[src/rtl/sram_fifo.sv]
// rtl/sram_fifo.sv - show-ahead FIFO around a 1W1R SRAM, hiding its 1-cycle read latency
// Optional sticky overflow/underflow error output enabled by defining SRAM_FIFO_ERROR_EN.

module sram1w1r #(
    parameter int DEPTH      = 8,
    parameter int DATA_WIDTH = 32,
    parameter int ADDR_WIDTH = $clog2(DEPTH)
) (
    input  logic                  clk,
    input  logic                  write_en,
    input  logic [ADDR_WIDTH-1:0] write_addr,
    input  logic [DATA_WIDTH-1:0] write_data,
    input  logic                  read_en,
    input  logic [ADDR_WIDTH-1:0] read_addr,
    output logic [DATA_WIDTH-1:0] read_data
);
    logic [DATA_WIDTH-1:0] mem_q [DEPTH];
    logic [DATA_WIDTH-1:0] read_data_q;
    logic [DATA_WIDTH-1:0] read_data_d;

    // Same-address write forwards straight to the read register.
    always_comb begin
        read_data_d = read_data_q;
        if (read_en) begin
            if (write_en && (write_addr == read_addr)) begin
                read_data_d = write_data;
            end else begin
                read_data_d = mem_q[read_addr];
            end
        end
    end

    always_ff @(posedge clk) begin
        if (write_en) begin
            mem_q[write_addr] <= write_data;
        end
        read_data_q <= read_data_d;
    end

    assign read_data = read_data_q;
endmodule

module sram_fifo #(
    parameter int DEPTH                 = 8,
    parameter int DATA_WIDTH            = 32,
    parameter int ALMOST_FULL_THRESHOLD = DEPTH - 1
) (
    input  logic                         clk,
    input  logic                         reset,
    input  logic                         enqueue_en,
    input  logic [DATA_WIDTH-1:0]        enqueue_value,
    input  logic                         dequeue_en,
    output logic [DATA_WIDTH-1:0]        dequeue_value,
    output logic                         empty,
    output logic                         full,
    output logic                         almost_full,
    output logic [$clog2(DEPTH+1)-1:0]   count
`ifdef SRAM_FIFO_ERROR_EN
    ,
    output logic                         error
`endif
);
    localparam int PW = $clog2(DEPTH);
    localparam int CW = $clog2(DEPTH + 1);
    localparam logic [PW-1:0] PTR_ONE  = PW'(1);
    localparam logic [CW-1:0] CNT_ONE  = CW'(1);
    localparam logic [CW-1:0] CNT_ZERO = CW'(0);
    localparam logic [CW-1:0] CNT_FULL = CW'(DEPTH);
    localparam logic [CW-1:0] CNT_AF   = CW'(ALMOST_FULL_THRESHOLD);

    logic [PW-1:0] rd_ptr_q, rd_ptr_d;
    logic [PW-1:0] wr_ptr_q, wr_ptr_d;
    logic [CW-1:0] count_q, count_d;
    logic          empty_q, empty_d;
    logic          full_q, full_d;
    logic          almost_full_q, almost_full_d;
    logic          push, pop;
    logic          write_en;
    logic [PW-1:0] read_addr;

    always_comb begin
        push     = enqueue_en && (!full_q || dequeue_en);
        pop      = dequeue_en && !empty_q;
        rd_ptr_d = pop  ? rd_ptr_q + PTR_ONE : rd_ptr_q;
        wr_ptr_d = push ? wr_ptr_q + PTR_ONE : wr_ptr_q;
        count_d  = count_q;
        if (push && !pop) begin
            count_d = count_q + CNT_ONE;
        end else if (pop && !push) begin
            count_d = count_q - CNT_ONE;
        end
        empty_d       = (count_d == CNT_ZERO);
        full_d        = (count_d == CNT_FULL);
        almost_full_d = (count_d >= CNT_AF);
        write_en      = push && !reset;
        // Look ahead to the post-pop head so it lands on the output one edge later.
        read_addr     = rd_ptr_d;
    end

    always_ff @(posedge clk) begin
        if (reset) begin
            rd_ptr_q      <= '0;
            wr_ptr_q      <= '0;
            count_q       <= '0;
            empty_q       <= 1'b1;
            full_q        <= 1'b0;
            almost_full_q <= 1'b0;
        end else begin
            rd_ptr_q      <= rd_ptr_d;
            wr_ptr_q      <= wr_ptr_d;
            count_q       <= count_d;
            empty_q       <= empty_d;
            full_q        <= full_d;
            almost_full_q <= almost_full_d;
        end
    end

    sram1w1r #(
        .DEPTH      (DEPTH),
        .DATA_WIDTH (DATA_WIDTH),
        .ADDR_WIDTH (PW)
    ) u_sram (
        .clk        (clk),
        .write_en   (write_en),
        .write_addr (wr_ptr_q),
        .write_data (enqueue_value),
        .read_en    (1'b1),
        .read_addr  (read_addr),
        .read_data  (dequeue_value)
    );

    assign empty       = empty_q;
    assign full        = full_q;
    assign almost_full = almost_full_q;
    assign count       = count_q;

`ifdef SRAM_FIFO_ERROR_EN
    logic error_q, error_d;
    logic overflow, underflow;

    always_comb begin
        overflow  = enqueue_en && full_q && !dequeue_en;
        underflow = dequeue_en && empty_q;
        error_d   = error_q || overflow || underflow;
    end

    always_ff @(posedge clk) begin
        if (reset) begin
            error_q <= 1'b0;
        end else begin
            error_q <= error_d;
        end
    end

    assign error = error_q;

`ifndef SYNTHESIS
    always_ff @(posedge clk) begin
        if (!reset && overflow) begin
            $error("sram_fifo: enqueue while full");
        end
        if (!reset && underflow) begin
            $error("sram_fifo: dequeue while empty");
        end
    end
`endif
`endif
endmodule

[config.mk]
export PLATFORM = sky130hd
export DESIGN_NAME = sram_fifo
export DESIGN_NICKNAME = d
export VERILOG_FILES = /design/src/rtl/sram_fifo.sv
export SDC_FILE = /design/constraint.sdc
export NUM_CORES = 1
export LEC_CHECK = 0
export BUFFER_PORTS_ARGS = -buffer_cell sky130_fd_sc_hd__clkbuf_2
export CORE_ASPECT_RATIO = 1.4
export CORE_MARGIN = 2
export CORE_UTILIZATION = 45
export CTS_CLUSTER_DIAMETER = 60
export DETAILED_ROUTE_END_ITERATION = 6
export PLACE_DENSITY = 0.67
export SLEW_MARGIN = 20
export SYNTH_ARGS = -nofsm -noshare
export SYNTH_HDL_FRONTEND = slang
export SYNTH_SLANG_ARGS = --single-unit
[constraint.sdc]
create_clock -name clk -period 4.9 [get_ports clk]
set_input_delay 0 -clock clk [delete_from_list [all_inputs] [get_ports clk]]
set_output_delay 0 -clock clk [all_outputs]
set_load 0.05 [all_outputs]
==> results.md <==
- NumNets Final: 626
- Tcrit/Tclk final: 62.93%
- Post-Syn Area: 0.01056 mm2
- Top area cells in the synthesized netlist: edfxtp_1 (73%), mux4_2 (9.4%), mux4_1 (5.0%)
- Final hold viol count: 0
- Die Ht: 185.2 um
- Resized cells post-CTS: 0
- Die ar.: 0.02472 mm2
- CP Capture Type: output port
- H-tree Lvls: 1
- Largest net degree at the start of global routing: 44
- Cell count after synthesis: 462
- DPL Wire Length: 10,750 um
- HP Class: in2reg
- Final ANT Viol Nets: 0
- Yosys Warn Count: 0
- Slew headroom: 29.55%
- Pre-antenna DRT Iters: 4
- Cell taking the most area after synthesis: edfxtp_1
- Combinational cell fraction of total power: 17.8%
- Initial DRC Count: 477
- Post-synthesis sequential area ratio: 75.84%
- Core area: 0.02312 mm2
- Crit Path Class: reg2out
- Antenna violations before repair: 0
- P_sw: 1.410 mW
- GP Congestion: 0.7323
- Worst setup margin: 1.816 ns
- Ys flop type: edfxtp_1
- Post-synth ARST share: 0%
- Sequential power share: 49.7%
- Total power: 5.439 mW
- Final WL: 19,510 um
- CTS tree: yes
- Top post-synthesis cells by count: edfxtp_1 (256), mux4_2 (44), mux2_2 (25)
- Fin. max-slew vios: 0
- Clk sinks: 272
- Outcome: complete, no violations
- Vias per inst: 5.393
- Post-place setup slack: 2.253 ns
- Tmin final: 3.084 ns
- Vias in the first global route: 5,235
- Setup TNS Final: 0 ns
- Power per cell area: 439.2 mW/mm2
- Post-Syn Area per Cell: 22.85 um2
- FF+latch area: 0.008014 mm2
- Gr ovfl total: 0
- Post-synth EDFFs: 256
- Die width: 133.5 um
- Clk buf depth: 3
- Sw Share: 25.92%
- Initial Utilization: 45.67%
- CTS clock-pin slew for the worst setup and hold paths: 0.06 ns
- DRC: 0
- Worst Path Max Fanout: 43
- Global-route wire length before repair: 29,500 um
- Vias: 4,908
- Share of cells above drive strength 1: 34.60%
- Max-cap violations: 0
- Worst Path Arrival: 3.08 ns
- Least-Margin Pin Slew: 1.057 ns
- Part of the power in the clock network: 32.6%
- Clock Skew: 0.01177 ns
- Top-area cell type share of the netlist area: 72.80%
- WL/cell: 21.44 um
- Most frequent cell after synthesis: edfxtp_1
- CTS buffer count: 24
- CP Launch Type: flop
- CTS Root Cell: clkbuf_16
- Pleak: 4.096 nW
- Io pins: 75
- Fillers: 1,818
- Syn-to-layout area delta: 17.30%
- IO Port Bufs: 74
- Maximum VDD drop: 0.2835 mV
- Synthesis-stage register bit count: 272
- Endpoints failing setup: 0
- Count of cell types in the netlist: 40
- Critical path required time: 4.90 ns
- Row Count: 66
- Clk Latency, worst-skew pair: 0.51 ns
- N_diodes: 0
- RSZ-0062 raised after global routing: no
- GRT Util Overall: 15.86%
- Multi-input logic area: 0.002427 mm2
- Mapped Nets: 502
- Fmax: 0.3243 GHz
- Int Power: 4.029 mW
- Post-CTS Setup Inserts: 0
per-stage QoR:
step / instance area, um2 / hold WS, ns / cells / util, %
floorplan: 10560 / 0.09887 / 462 / -
global placement: 11290 / 0.2617 / 831 / 48.82
detailed placement: 11290 / 0.2798 / 831 / 48.82
CTS: 12390 / 0.3161 / 910 / 53.57
global route: 12390 / 0.3341 / 910 / 53.57
finish: 12390 / 0.3245 / 910 / 53.57
logic make-up after synthesis:
logic type      count (synthesis)  share of synthesized area, %
mux                            99                         18.36
xor+xnor                        8                        0.6636
buf+inv                        25                         1.647
flops                         272                         75.84
fa+ha+maj                       4                        0.4740
compound gates                  9                        0.7346
simple gates                   45                         2.287
cell usage in the layout (no fill, tap or decap), types with 6 or more instances in the layout:
master and instances:
clkbuf_1 8, nor2_1 11, edfxtp_1 256, dlygate4sd3_1 35, nand2_1 6, clkbuf_2 74, mux4_1 20, mux2_2 25
buf_4 11, mux2_4 8, dfxtp_1 13, nand3_1 6, mux4_2 44, clkbuf_16 25
flip-flops by register name, summed over array words and instances (netlist names), named ones only:
signal        flops
u_sram.mem_q    256
count             4
rd_ptr_q          3
wr_ptr_q          3
almost_full       1
empty             1
full              1
final timing paths:
path | startpoint | to | slack (ns) | cells past startpoint
setup / recovery | flop | dequeue_value[31] | 1.82 | 4
hold / removal | enqueue_value[12] | u_sram.mem_q[0][12] | 0.32 | 2
setup reg to reg | full | u_sram.mem_q[4][20] | 2.91 | 4
hold reg to reg | rd_ptr_q[2] | flop | 0.48 | 1
per-layer routing:
layer  vias up  track usage (%)  wire [um]
met2       103            28.97      10390
met1      2589            19.70       7958
li1       2184                -          -
met5         -                0          0
met4         0            4.383        374
met3        32            2.408        795
worst max-delay path: stages, from the launching register on:
cell	delay [ns]
dfxtp_4	0.87
buf_4	0.52
mux4_1	0.62
mux2_2	0.28
clkbuf_2	0.25
power groups by stage:
stage                     Combinational, mW  Clock (mW)  Sequential, mW
after floorplan                       0.836           0            2.70
after global placement                0.941           0            2.75
after detailed placement              0.956           0            2.76
after CTS                             0.981        1.81            2.71
after global routing                   1.02        1.90            2.72
final                                 0.966        1.77            2.70
timing repair:
action | 4_1_cts | 5_1_grt
endpoints found under the setup margin | 0 | 0
hold buffers | 35 | 0
endpoints found under the hold margin | 267 | 0
layout make-up:
cell class	instances	area share, %
clock buffer	35	5.516
clock inverter	9	0.5152
inverter	3	0.09092
multi-input combinational	165	19.60
sequential	272	64.70
tap	306	3.091
timing repair buffer	120	6.486
Power figures use the tool's default switching activity.
